$ cat src/rtl/instr_fetch_64.sv
// Instruction fetch sequencer: owns the fetch PC, runs the memory read
// handshake and strobes each fetched word into the instruction register.
module instr_fetch_64 #(
    parameter logic [63:0] RESET_PC = 64'h0
) (
    input  logic        clk,
    input  logic        reset,
    input  logic        fetch_en,
    input  logic        redirect,
    input  logic [63:0] redirect_pc,
    output logic        mem_rd,
    output logic [63:0] mem_addr,
    input  logic        mem_ready,
    input  logic [31:0] mem_rdata,
    output logic [31:0] instruction,
    output logic        load_ir,
    output logic [63:0] pc,
    output logic        busy,
    output logic        misaligned
);
    // state   | meaning
    // IDLE    | waiting for fetch_en
    // REQ     | read outstanding, mem_rd high until mem_ready
    // DELIVER | load_ir strobe, instruction/pc valid
    typedef enum logic [1:0] {IDLE, REQ, DELIVER} state_t;

    state_t      state, state_nxt;
    logic [63:0] fetch_pc, fetch_pc_nxt;
    logic [63:0] pc_nxt, mem_addr_nxt;
    logic [31:0] instruction_nxt;
    logic        squash, squash_nxt;
    logic        redir_ok, redir_bad;

    assign redir_ok  = redirect && (redirect_pc[1:0] == 2'b00);
    assign redir_bad = redirect && (redirect_pc[1:0] != 2'b00);

    assign mem_rd  = (state == REQ);
    assign load_ir = (state == DELIVER);
    assign busy    = (state != IDLE);

    always_comb begin
        state_nxt       = state;
        fetch_pc_nxt    = fetch_pc;
        pc_nxt          = pc;
        mem_addr_nxt    = mem_addr;
        instruction_nxt = instruction;
        squash_nxt      = squash;
        case (state)
            IDLE: begin
                if (redir_ok)
                    fetch_pc_nxt = redirect_pc;
                if (fetch_en) begin
                    state_nxt    = REQ;
                    mem_addr_nxt = redir_ok ? redirect_pc : fetch_pc;
                end
            end
            REQ: begin
                if (redir_ok)
                    fetch_pc_nxt = redirect_pc;
                if (mem_ready) begin
                    // A redirect landing with the data squashes it just like an earlier one.
                    if (squash || redir_ok) begin
                        state_nxt  = IDLE;
                        squash_nxt = 1'b0;
                    end else begin
                        state_nxt       = DELIVER;
                        instruction_nxt = mem_rdata;
                        pc_nxt          = mem_addr;
                        fetch_pc_nxt    = mem_addr + 64'd4;
                    end
                end else if (redir_ok) begin
                    squash_nxt = 1'b1;
                end
            end
            DELIVER: begin
                state_nxt = IDLE;
                if (redir_ok)
                    fetch_pc_nxt = redirect_pc;
            end
            default: state_nxt = IDLE;
        endcase
    end

    always_ff @(posedge clk) begin
        if (reset) begin
            state       <= IDLE;
            fetch_pc    <= RESET_PC;
            pc          <= 64'h0;
            mem_addr    <= 64'h0;
            instruction <= 32'h0;
            squash      <= 1'b0;
            misaligned  <= 1'b0;
        end else begin
            state       <= state_nxt;
            fetch_pc    <= fetch_pc_nxt;
            pc          <= pc_nxt;
            mem_addr    <= mem_addr_nxt;
            instruction <= instruction_nxt;
            squash      <= squash_nxt;
            misaligned  <= redir_bad;
        end
    end
endmodule

$ cat config.mk
export PLATFORM = sky130hd
export DESIGN_NAME = instr_fetch_64
export DESIGN_NICKNAME = d
export VERILOG_FILES = /design/src/rtl/instr_fetch_64.sv
export SDC_FILE = /design/constraint.sdc
export NUM_CORES = 1
export LEC_CHECK = 0
export BUFFER_PORTS_ARGS = -buffer_cell sky130_fd_sc_hd__buf_2
export CELL_PAD_IN_SITES_DETAIL_PLACEMENT = 2
export CELL_PAD_IN_SITES_GLOBAL_PLACEMENT = 2
export CORE_MARGIN = 2
export CORE_UTILIZATION = 32
export CTS_CLUSTER_SIZE = 10
export DETAILED_ROUTE_END_ITERATION = 16
export PLACE_DENSITY_LB_ADDON = 0.1
export SYNTH_ARGS = -nofsm -noshare
export SYNTH_HDL_FRONTEND = slang
export SYNTH_SLANG_ARGS = --single-unit
$ cat constraint.sdc
create_clock -name clk -period 3.6 [get_ports clk]
set_input_delay 0.18 -clock clk [delete_from_list [all_inputs] [get_ports clk]]
set_output_delay 0.18 -clock clk [all_outputs]
set_load 0.01 [all_outputs]
Yosys cells after proc, flatten, opt, wreduce, memory -nomap -nowiden
Cells that the tools add are included.
{ "classes": {"add_sub_neg": 1, "n_eq_ne": 5, "n_mux": 11, "n_bitwise": 1, "n_reduce_logical": 14} }
{ "ops": {"columns": ["operator", "n"], "rows": [
  ["$mux W64", 3],
  ["$pmux W64 S2", 1],
  ["$add A64 B3 Y64 const B", 1],
  ["$reduce_bool A2 Y1", 4],
  ["$mux W2", 3],
  ["$reduce_and A3 Y1", 2],
  ["$logic_not A2 Y1", 2],
  ["$ne A2 B1 Y1 const B", 2],
  ["$pmux W2 S2", 1],
  ["$reduce_and A2 Y1", 2],
  ["$mux W1", 3],
  ["$eq A2 B1 Y1 const B", 1],
  ["$eq A2 B2 Y1 const B", 1],
  ["$logic_and A1 B1 Y1", 2],
  ["$ne A2 B2 Y1 const B", 1],
  ["$reduce_or A2 Y1", 1],
  ["$logic_or A1 B1 Y1", 1],
  ["$not A1 Y1", 1]
]} }
{ "totals": {"regBits": 228, "inputBits": 101, "output_inout_bits": 164, "wordCells": 39} }

Logic depth before layout (Yosys ltp)
Gate-level depths: netlist of the first run.
{ "depth": {"ltp_word": 6, "depth_mapped": 9, "depth_no_buf": 7} }

Least setup slack after synthesis of the first run
No wires, ideal clock.
{ "synth_path": {"path_type": "register to register", "start": "register mem_addr[12]", "end": "register fetch_pc[57]", "setup_ns": 0.078, "arrival_ns": 2.290, "t_required_ns": 3.522, "path_slack_ns": 1.232, "path_stages_with_launch": 8, "n_path_buf": 2, "period_less_slack_ns": 2.368, "cell_sequence": "dfxtp_1 clkbuf_2 nand4_1 or4_1 clkbuf_1 nor4_4 mux2_2 nor3_1"} }
{ "synth_via": {"elab_chain_cells": 4} }
{ "synth_rtl": {"columns": ["item", "line_no", "text"], "rows": [
  ["start, declared", "12", "output logic [63:0] mem_addr,"],
  ["start signal, assigned", "97", "mem_addr <= mem_addr_nxt;"],
  ["$add A64 B3 Y64", "69", "fetch_pc_nxt = mem_addr + 64'd4;"],
  ["$mux W64", "62", "if (squash || redir_ok) begin"],
  ["$mux W64", "60", "if (mem_ready) begin"],
  ["$pmux W64 S2", "48", "case (state)"],
  ["end signal, assigned", "95", "fetch_pc <= fetch_pc_nxt;"],
  ["end, declared", "28", "logic [63:0] fetch_pc, fetch_pc_nxt;"]
]} }
Every way passes these cells.
A chain may end at the register's enable or synchronous reset.

Worst setup path after layout of the first run
{ "layout_path": {"start": "register mem_addr[26]", "end": "register fetch_pc[57]"} }
Same word-level chain as after synthesis.

==> results of run 1 <==
-- state kept, by name, summed over array words and instances (netlist names) --
signal / flops
pc: 64
state: 2
mem_addr: 64
misaligned: 1
instruction: 32
fetch_pc: 64
squash: 1
-- worst register-to-register path, stage by stage, from the launching register on --
cell     delay, ns
dfxtp_1       0.50
nand4_1       0.33
or4_1         0.79
nor4_4        0.61
mux2_2        0.40
nor3_1        0.17
-- synthesized netlist by cell type (7+ instances only) --
cell | number | area, sq um
mux2i_1 | 12 | 120
a21oi_1 | 124 | 621
o22ai_1 | 15 | 93.8
a211oi_1 | 13 | 97.6
and4_1 | 7 | 61.3
nand3_1 | 28 | 140
nor3_1 | 28 | 140
nand2_1 | 345 | 1290
clkbuf_1 | 107 | 402
nand4_1 | 30 | 188
o221ai_1 | 29 | 254
or3_1 | 7 | 43.8
inv_1 | 13 | 48.8
or4_1 | 9 | 67.6
nand2b_1 | 10 | 62.6
a22oi_1 | 20 | 150
dfxtp_1 | 228 | 4560
o211ai_1 | 11 | 82.6
and3_1 | 8 | 50.1
nor4_1 | 14 | 87.6
o21ai_0 | 13 | 65.1
nor2_1 | 108 | 405
xnor2_1 | 24 | 210
a311oi_1 | 60 | 526
-- cells by family after synthesis --
logic type               count (synthesis)
multiplexers                            14
AND/OR/NAND/NOR                        622
flip-flops                             228
buffers and inverters                  133
AO/OA/AOI/OAI                          311
XOR/XNOR                                30
adder cells (fa/ha/maj)                  1
-- cell type report --
| type | instances | share of cell area [%] |
|---|---|---|
| multi-input combinational | 978 | 38.8 |
| timing repair buffer | 393 | 18.6 |
| tap | 435 | 3.93 |
| inverter | 14 | 0.380 |
| sequential | 228 | 33.0 |
| clock buffer | 36 | 5.35 |
-- power by group --
part,internal [mW],switching (mW),total [mW],leakage (nW)
Combinational,0.362,0.518,0.880,3.08
Clock,1.40,1.09,2.49,0.361
Sequential,2.66,0.177,2.84,1.86
Total,4.43,1.78,6.21,5.30
-- path summary, 6_finish.rpt --
kind / start / endpoint / cells past startpoint
setup / recovery: mem_addr[26] / fetch_pc[57] / 5
hold reg to reg: pc[30] / pc[30] / 2
hold / removal: redirect_pc[4] / mem_addr[4] / 3
setup reg to reg: mem_addr[26] / fetch_pc[57] / 5
-- metal layers --
metal	global-route usage (%)	vias up	share of wire, %
met1	34.1	5784	45
li1	-	5362	-
met2	47.2	281	50
met5	0	-	0
met4	6.14	0	1.9
met3	3.24	63	4.0
-- layout by cell type (no fill, tap or decap), types with 24 or more instances in the layout --
master / synthesis / final
nand4_1: 30 / 30
clkbuf_16: 0 / 27
o221ai_1: 29 / 29
buf_2: 4 / 263
dfxtp_1: 228 / 228
a311oi_1: 60 / 60
xnor2_1: 24 / 24
dlygate4sd3_1: 0 / 94
nand2_1: 345 / 345
nor3_1: 28 / 27
a21oi_1: 124 / 123
nor2_1: 108 / 108
buf_4: 0 / 32
nand3_1: 28 / 27
-- through the flow --
step,setup WS [ns],instance area [sq um],hold WS [ns]
2_1_floorplan,1.23,10400,0.316
3_3_place_gp,0.882,12200,0.422
4_1_cts,0.759,13800,0.0320
6_report,0.715,13800,0.0481
3_5_place_dp,0.781,12200,0.432
5_1_grt,0.546,13800,0.0685
==> reports/metrics.yaml, run 1 <==
synth-xor-area-share_pct: 2.53
post_synth_fa_ha_maj_area_fraction_pct: 0.120
cts_post_setup_buffers_inserted: 0
area_delta_synth_final_pct: 33.1
global_route.overflow_total: 0
routed_via_density: 5.51
setup.reg_to_reg.worst_slack_ns: 0.72
tritoncts: "yes"
timing.fmax_mhz: 347
synth_warnings: 0
min_period_over_period_pct: 80.1
worstMarginPinSlew_ns: 0.761
grt_antenna_before_repair: 0
cts_root_cell: "clkbuf_16"
layout.area.seq_sq_um: 4560
syn-num-nets: 1441
clock_sink_count: 228
synth_top_family_by_area: "simple AND/OR/NAND/NOR gates"
setup-tns-final_ns: 0
synth_edf_count: 0
pin_count: 265
critical_path_required_ns: 4.06
worstSkewPairLatency_ns: 0.54
die_x_um: 184
area_used_by_multi_input_combinational_logic_sq_um: 5360
critical_path_buf_inv_count: 0
grt_pass1_vias: 12200
cts_resized: 0
postSynthCellCount: 1339
setup_repair_after_global_routing_missed_its_margin: "no"
path_clk_slew_ns: 0.06
post_synth_instance_area_sq_um: 10400
report.final.slew_viol_count: 0
async_flop_share_pct: 0
vdd_ir_drop_max_mv: 0.303
buffer_ports.inserted: 264
h_tree_levels: 1
ys_seq_area_share_pct: 43.9
fin_util_pct: 43.5
timing_worst_setup_path_type: "reg2reg"
numPlacedInstances: 1954
hold_buffers: 94
power_dens_cells_nw_per_um2: 449
starting_density_pct: 32.7
multiplexer_fraction_of_the_synthesized_cell_area_pct: 1.37
die_h_um: 184
route.vias.total: 11500
synth_simple_gate_area_share_pct: 26.8
synth-main-ff-cell: "dfxtp_1"
synth_seq_cells: 228
number_of_standard_cell_rows_in_the_floorplan: 65
path_cells: "nand4_1 -> or4_1 -> nor4_4 -> mux2_2 -> nor3_1"
synth.lib_cells_used.distinct: 64
drt-total-wl_mm: 46.0
worstHoldPathType: "in2reg"
worst_setup_path_start_kind: "flop"
outcome: "finished clean"
clk_path_buf_depth: 3
post_layout_cell_count: 2084
critical-path-top-delay-family: "simple AND/OR/NAND/NOR gates"
initialDrtViolationCount: 488
cts_inserted_buffers: 27
gp_congestion: 0.826
pin_count_of_the_biggest_net_entering_global_routing: 102
clk_skew_ns: 0.00794
drt_pass1_iterations: 5
fillCellCount: 3621
grt_first_pass_wirelength_mm: 71.1
fin_nets: 1744
drt_drc_violations_left: 0
post_route_cells_drive_above_1_share_pct: 21.0
timing.final.hold_violations: 0
p_leak_nw: 5.30
cp_slowest_cell: "or4_1"
drv_cap: 0
synth_compound_area_share_pct: 20.4
ant_nets: 0
final_period_minus_worst_setup_slack_ns: 2.88
die_ar_sq_um: 33900
setup_violations: 0
cp_max_fo: 10
syn_area_per_cell_sq_um: 7.76
fp.coreArea_sq_um: 31800
detailedPlacementHpwl_mm: 29.7
timing.critical_path.slowest_cell_delay_ns: 0.79
post-layout-total-power_mw: 6.21
grt_usage_pct: 26.5
timing.critical_path.to_type: "flop"
worstPathArrival_ns: 3.34
antennaDiodeCount: 0
avgRoutedWirePerCell_um: 22.1
timing.slew.headroom_pct: 49.3
No activity file was read; power rests on OpenSTA's default activity.
==> inputs of run 2 (changes only) <==
--- a/config.mk
+++ b/config.mk
@@ -5,11 +5,12 @@
 export SDC_FILE = /design/constraint.sdc
 export NUM_CORES = 1
 export LEC_CHECK = 0
+export ABC_AREA = 1
 export BUFFER_PORTS_ARGS = -buffer_cell sky130_fd_sc_hd__buf_2
 export CELL_PAD_IN_SITES_DETAIL_PLACEMENT = 2
 export CELL_PAD_IN_SITES_GLOBAL_PLACEMENT = 2
 export CORE_MARGIN = 2
-export CORE_UTILIZATION = 32
+export CORE_UTILIZATION = 26
 export CTS_CLUSTER_SIZE = 10
 export DETAILED_ROUTE_END_ITERATION = 16
 export PLACE_DENSITY_LB_ADDON = 0.1
==> constraint.sdc (replaced) <==
create_clock -name clk -period 2.6 [get_ports clk]
set_input_delay 0.13 -clock clk [delete_from_list [all_inputs] [get_ports clk]]
set_output_delay 0.13 -clock clk [all_outputs]
set_load 0.01 [all_outputs]
==> run 2 against run 1 <==
- clock skew is 0.0070 ns higher
- first-iteration DRC count down 5.7%
- sequential power up 37%
- largest power group is now clock
- final cell count increased by 27%
- clock power is 68% higher
- register-to-register slack worse by 0.49 ns
- combinational power up 59%
- area after synthesis is 9.2% higher
- critical path type unchanged
- hold slack gained 0.025 ns
- final area is 11% higher
- largest cell class unchanged
==> reports/metrics.yaml, run 2 <==
cts_inserted_buffers: 30
critical-path-top-delay-family: "simple AND/OR/NAND/NOR gates"
syn_area_per_cell_sq_um: 6.62
critical_path_required_ns: 3.03
timing.critical_path.to_type: "flop"
detailedPlacementHpwl_mm: 38.8
setup_violations: 0
synthDominantAreaCellType: "dfxtp_1"
min_period_over_period_pct: 91.3
timing.fmax_mhz: 421
drv_cap: 0
gp_congestion: 0.840
global_route.overflow_total: 0
report.final.slew_viol_count: 0
outcome: "finished clean"
p_seq_share_pct: 41.0
synth_seq_cells: 228
fin_util_pct: 35.6
synth_edf_count: 0
worstSkewPairLatency_ns: 0.57
timing.critical_path.slowest_cell_delay_ns: 0.51
layout.cells.most_common: "nand2_1"
layout_top_registers: "fetch_pc x64, mem_addr x64, pc x64"
worstHoldPathType: "in2reg"
setup.reg_to_reg.worst_slack_ns: 0.23
pin_count_of_the_biggest_net_entering_global_routing: 84
post_layout_cell_count: 2655
post_route_cells_drive_above_1_share_pct: 18.7
antennaDiodeCount: 0
drt_pass1_iterations: 4
worstHoldEndpoint: "pc[44]"
worstMarginPinSlew_ns: 0.809
synth.lib_cells_used.distinct: 38
fillCellCount: 5161
post_synth_instance_area_sq_um: 11400
route.vias.total: 12900
synth_warnings: 0
yosys.area.top_type_share_pct: 40.2
worst_setup_path_start_kind: "flop"
combinational_power_share_pct: 14.8
routed_via_density: 4.86
synth-main-ff-cell: "dfxtp_1"
initialDrtViolationCount: 460
cp_slowest_cell: "dfxtp_1"
min_from: "reset"
synth_common_cells: "407 x nand2_1, 231 x a21oi_1, 228 x dfxtp_1, 219 x nor2_1, 154 x inv_1"
ant_nets: 0
clock_sink_count: 228
post-layout-total-power_mw: 9.48
ys_seq_area_share_pct: 40.2
grt_first_pass_wirelength_mm: 83.6
syn-num-nets: 1818
timing_worst_setup_path_type: "reg2reg"
final_cell_mix: "405 x nand2_1, 263 x buf_2, 231 x a21oi_1"
drt_drc_violations_left: 0
critical_path_buf_inv_count: 0
timing.slew.headroom_pct: 46.1
area_delta_synth_final_pct: 35.2
pin_count: 265
rr_startpoint: "mem_addr[3]"
path_common_cell: "nand2_1"
swShare_pct: 28.9
final_period_minus_worst_setup_slack_ns: 2.37
worstPathArrival_ns: 2.80
path_clk_slew_ns: 0.06
power_dens_cells_nw_per_um2: 617
post_synth_main_area_contributors: "dfxtp_1 40%, nand2_1 13%, a21oi_1 10%"
p_leak_nw: 7.06
timing.final.hold_violations: 0
numPlacedInstances: 2505
vdd_ir_drop_max_mv: 0.369
placed_instance_area_sq_um: 13400
async_flop_share_pct: 0
p_sw_mw: 2.73
path_cells: "ha_1 -> nand2_1 -> nor2_1 -> nand3_1 -> nor2_2 -> nand2_1 -> nand2_1 -> nand3_1 -> nand2_1 -> a21oi_1"
postSynthCellCount: 1716
drt-total-wl_mm: 54.6
cp_max_fo: 6
cts_root_cell: "clkbuf_16"
setup_repair_after_global_routing_missed_its_margin: "no"
buffer_ports.inserted: 264
setup-tns-final_ns: 0
yosys.cell_count.top_type: "nand2_1"
tritoncts: "yes"
h_tree_levels: 1
die_x_um: 213
die_ar_sq_um: 45400
rr_endpoint: "fetch_pc[62]"
r2r.worst_path.cells: 10
clk_skew_ns: 0.0149
cts_post_setup_buffers_inserted: 0
clk_path_buf_depth: 3
grt_pass1_vias: 13900
cell_internal_pwr_mw: 6.74
worstHoldPathCells: 3
grt_usage_pct: 24.0
power_frac_clock_pct: 44.2
die_h_um: 213
fp.coreArea_sq_um: 43100
starting_density_pct: 26.4
number_of_standard_cell_rows_in_the_floorplan: 76
grt_antenna_before_repair: 0
avgRoutedWirePerCell_um: 20.6
finish.instance_area_sq_um: 15300
fin_nets: 2151
## run 2: worst max-delay path by stage
| stage | start | to | slack [ns] | cells after the start |
|---|---|---|---|---|
| after detailed placement | mem_addr[3] | fetch_pc[62] | 0.13 | 10 |
| after CTS | mem_addr[3] | fetch_pc[62] | 0.11 | 10 |
| after global placement | mem_addr[3] | fetch_pc[62] | 0.17 | 10 |
| after floorplan | mem_addr[3] | fetch_pc[62] | 0.97 | 10 |
| final | mem_addr[3] | fetch_pc[62] | 0.23 | 10 |
| after global routing | mem_addr[3] | fetch_pc[62] | 0.08 | 10 |
## run 2: cell type report
class	instances	area (sq um)	share of cell area, %
sequential	228	4560	29.7
multi-input combinational	1228	5780	37.7
inverter	161	607	3.95
clock inverter	5	61.3	0.399
clock buffer	48	928	6.05
tap	585	732	4.77
timing repair buffer	400	2680	17.4
## run 2: routing by layer
layer  wire length, um  GRT usage [%]  vias to the layer above
li1                  -              -                     6235
met1             24400           30.8                     6356
met2             26700           41.9                      229
met3              1980           3.06                       77
met4              1510           6.99                        0
met5                 0              0                        -
## run 2: kinds of logic (layout without fill, tap and decap cells)
| logic type | count (synthesis) | count (layout) | share of synthesized area (%) |
|---|---|---|---|
| and+or+nand+nor | 767 | 767 | 27.8 |
| AOI/OAI and AO/OA | 413 | 413 | 18.8 |
| buffers and inverters | 260 | 614 | 9.17 |
| DFF | 228 | 228 | 40.2 |
| muxes | 24 | 24 | 2.12 |
| xor gates and xnor gates | 23 | 23 | 1.77 |
| adders and majority gates | 1 | 1 | 0.110 |
## run 2: power by group through the flow
stage,clock (mW),combinational (mW),sequential [mW]
floorplan,0,0.663,3.96
global placement,0,1.27,3.95
detailed placement,0,1.30,3.96
CTS,4.32,1.42,3.88
global route,4.47,1.56,3.91
finish,4.19,1.40,3.88
## run 2: what timing repair did
action                                  4_1_cts  5_1_grt
endpoints found under the setup margin        0        2
gates resized for setup                       0        2
hold buffers                                 97        0
hold endpoints to repair                    125        0
## run 2: through the flow
stage	hold slack (ns)	worst slack, ns
after global placement	0.388	0.169
after floorplan	0.253	0.967
after detailed placement	0.394	0.130
after CTS	0.103	0.106
after global routing	0.102	0.0777
final	0.0736	0.226
## run 2: worst min-delay path, cell delays in order
cell and delay (ns):
buf_4 0.14, buf_12 0.20, nor2_1 0.14
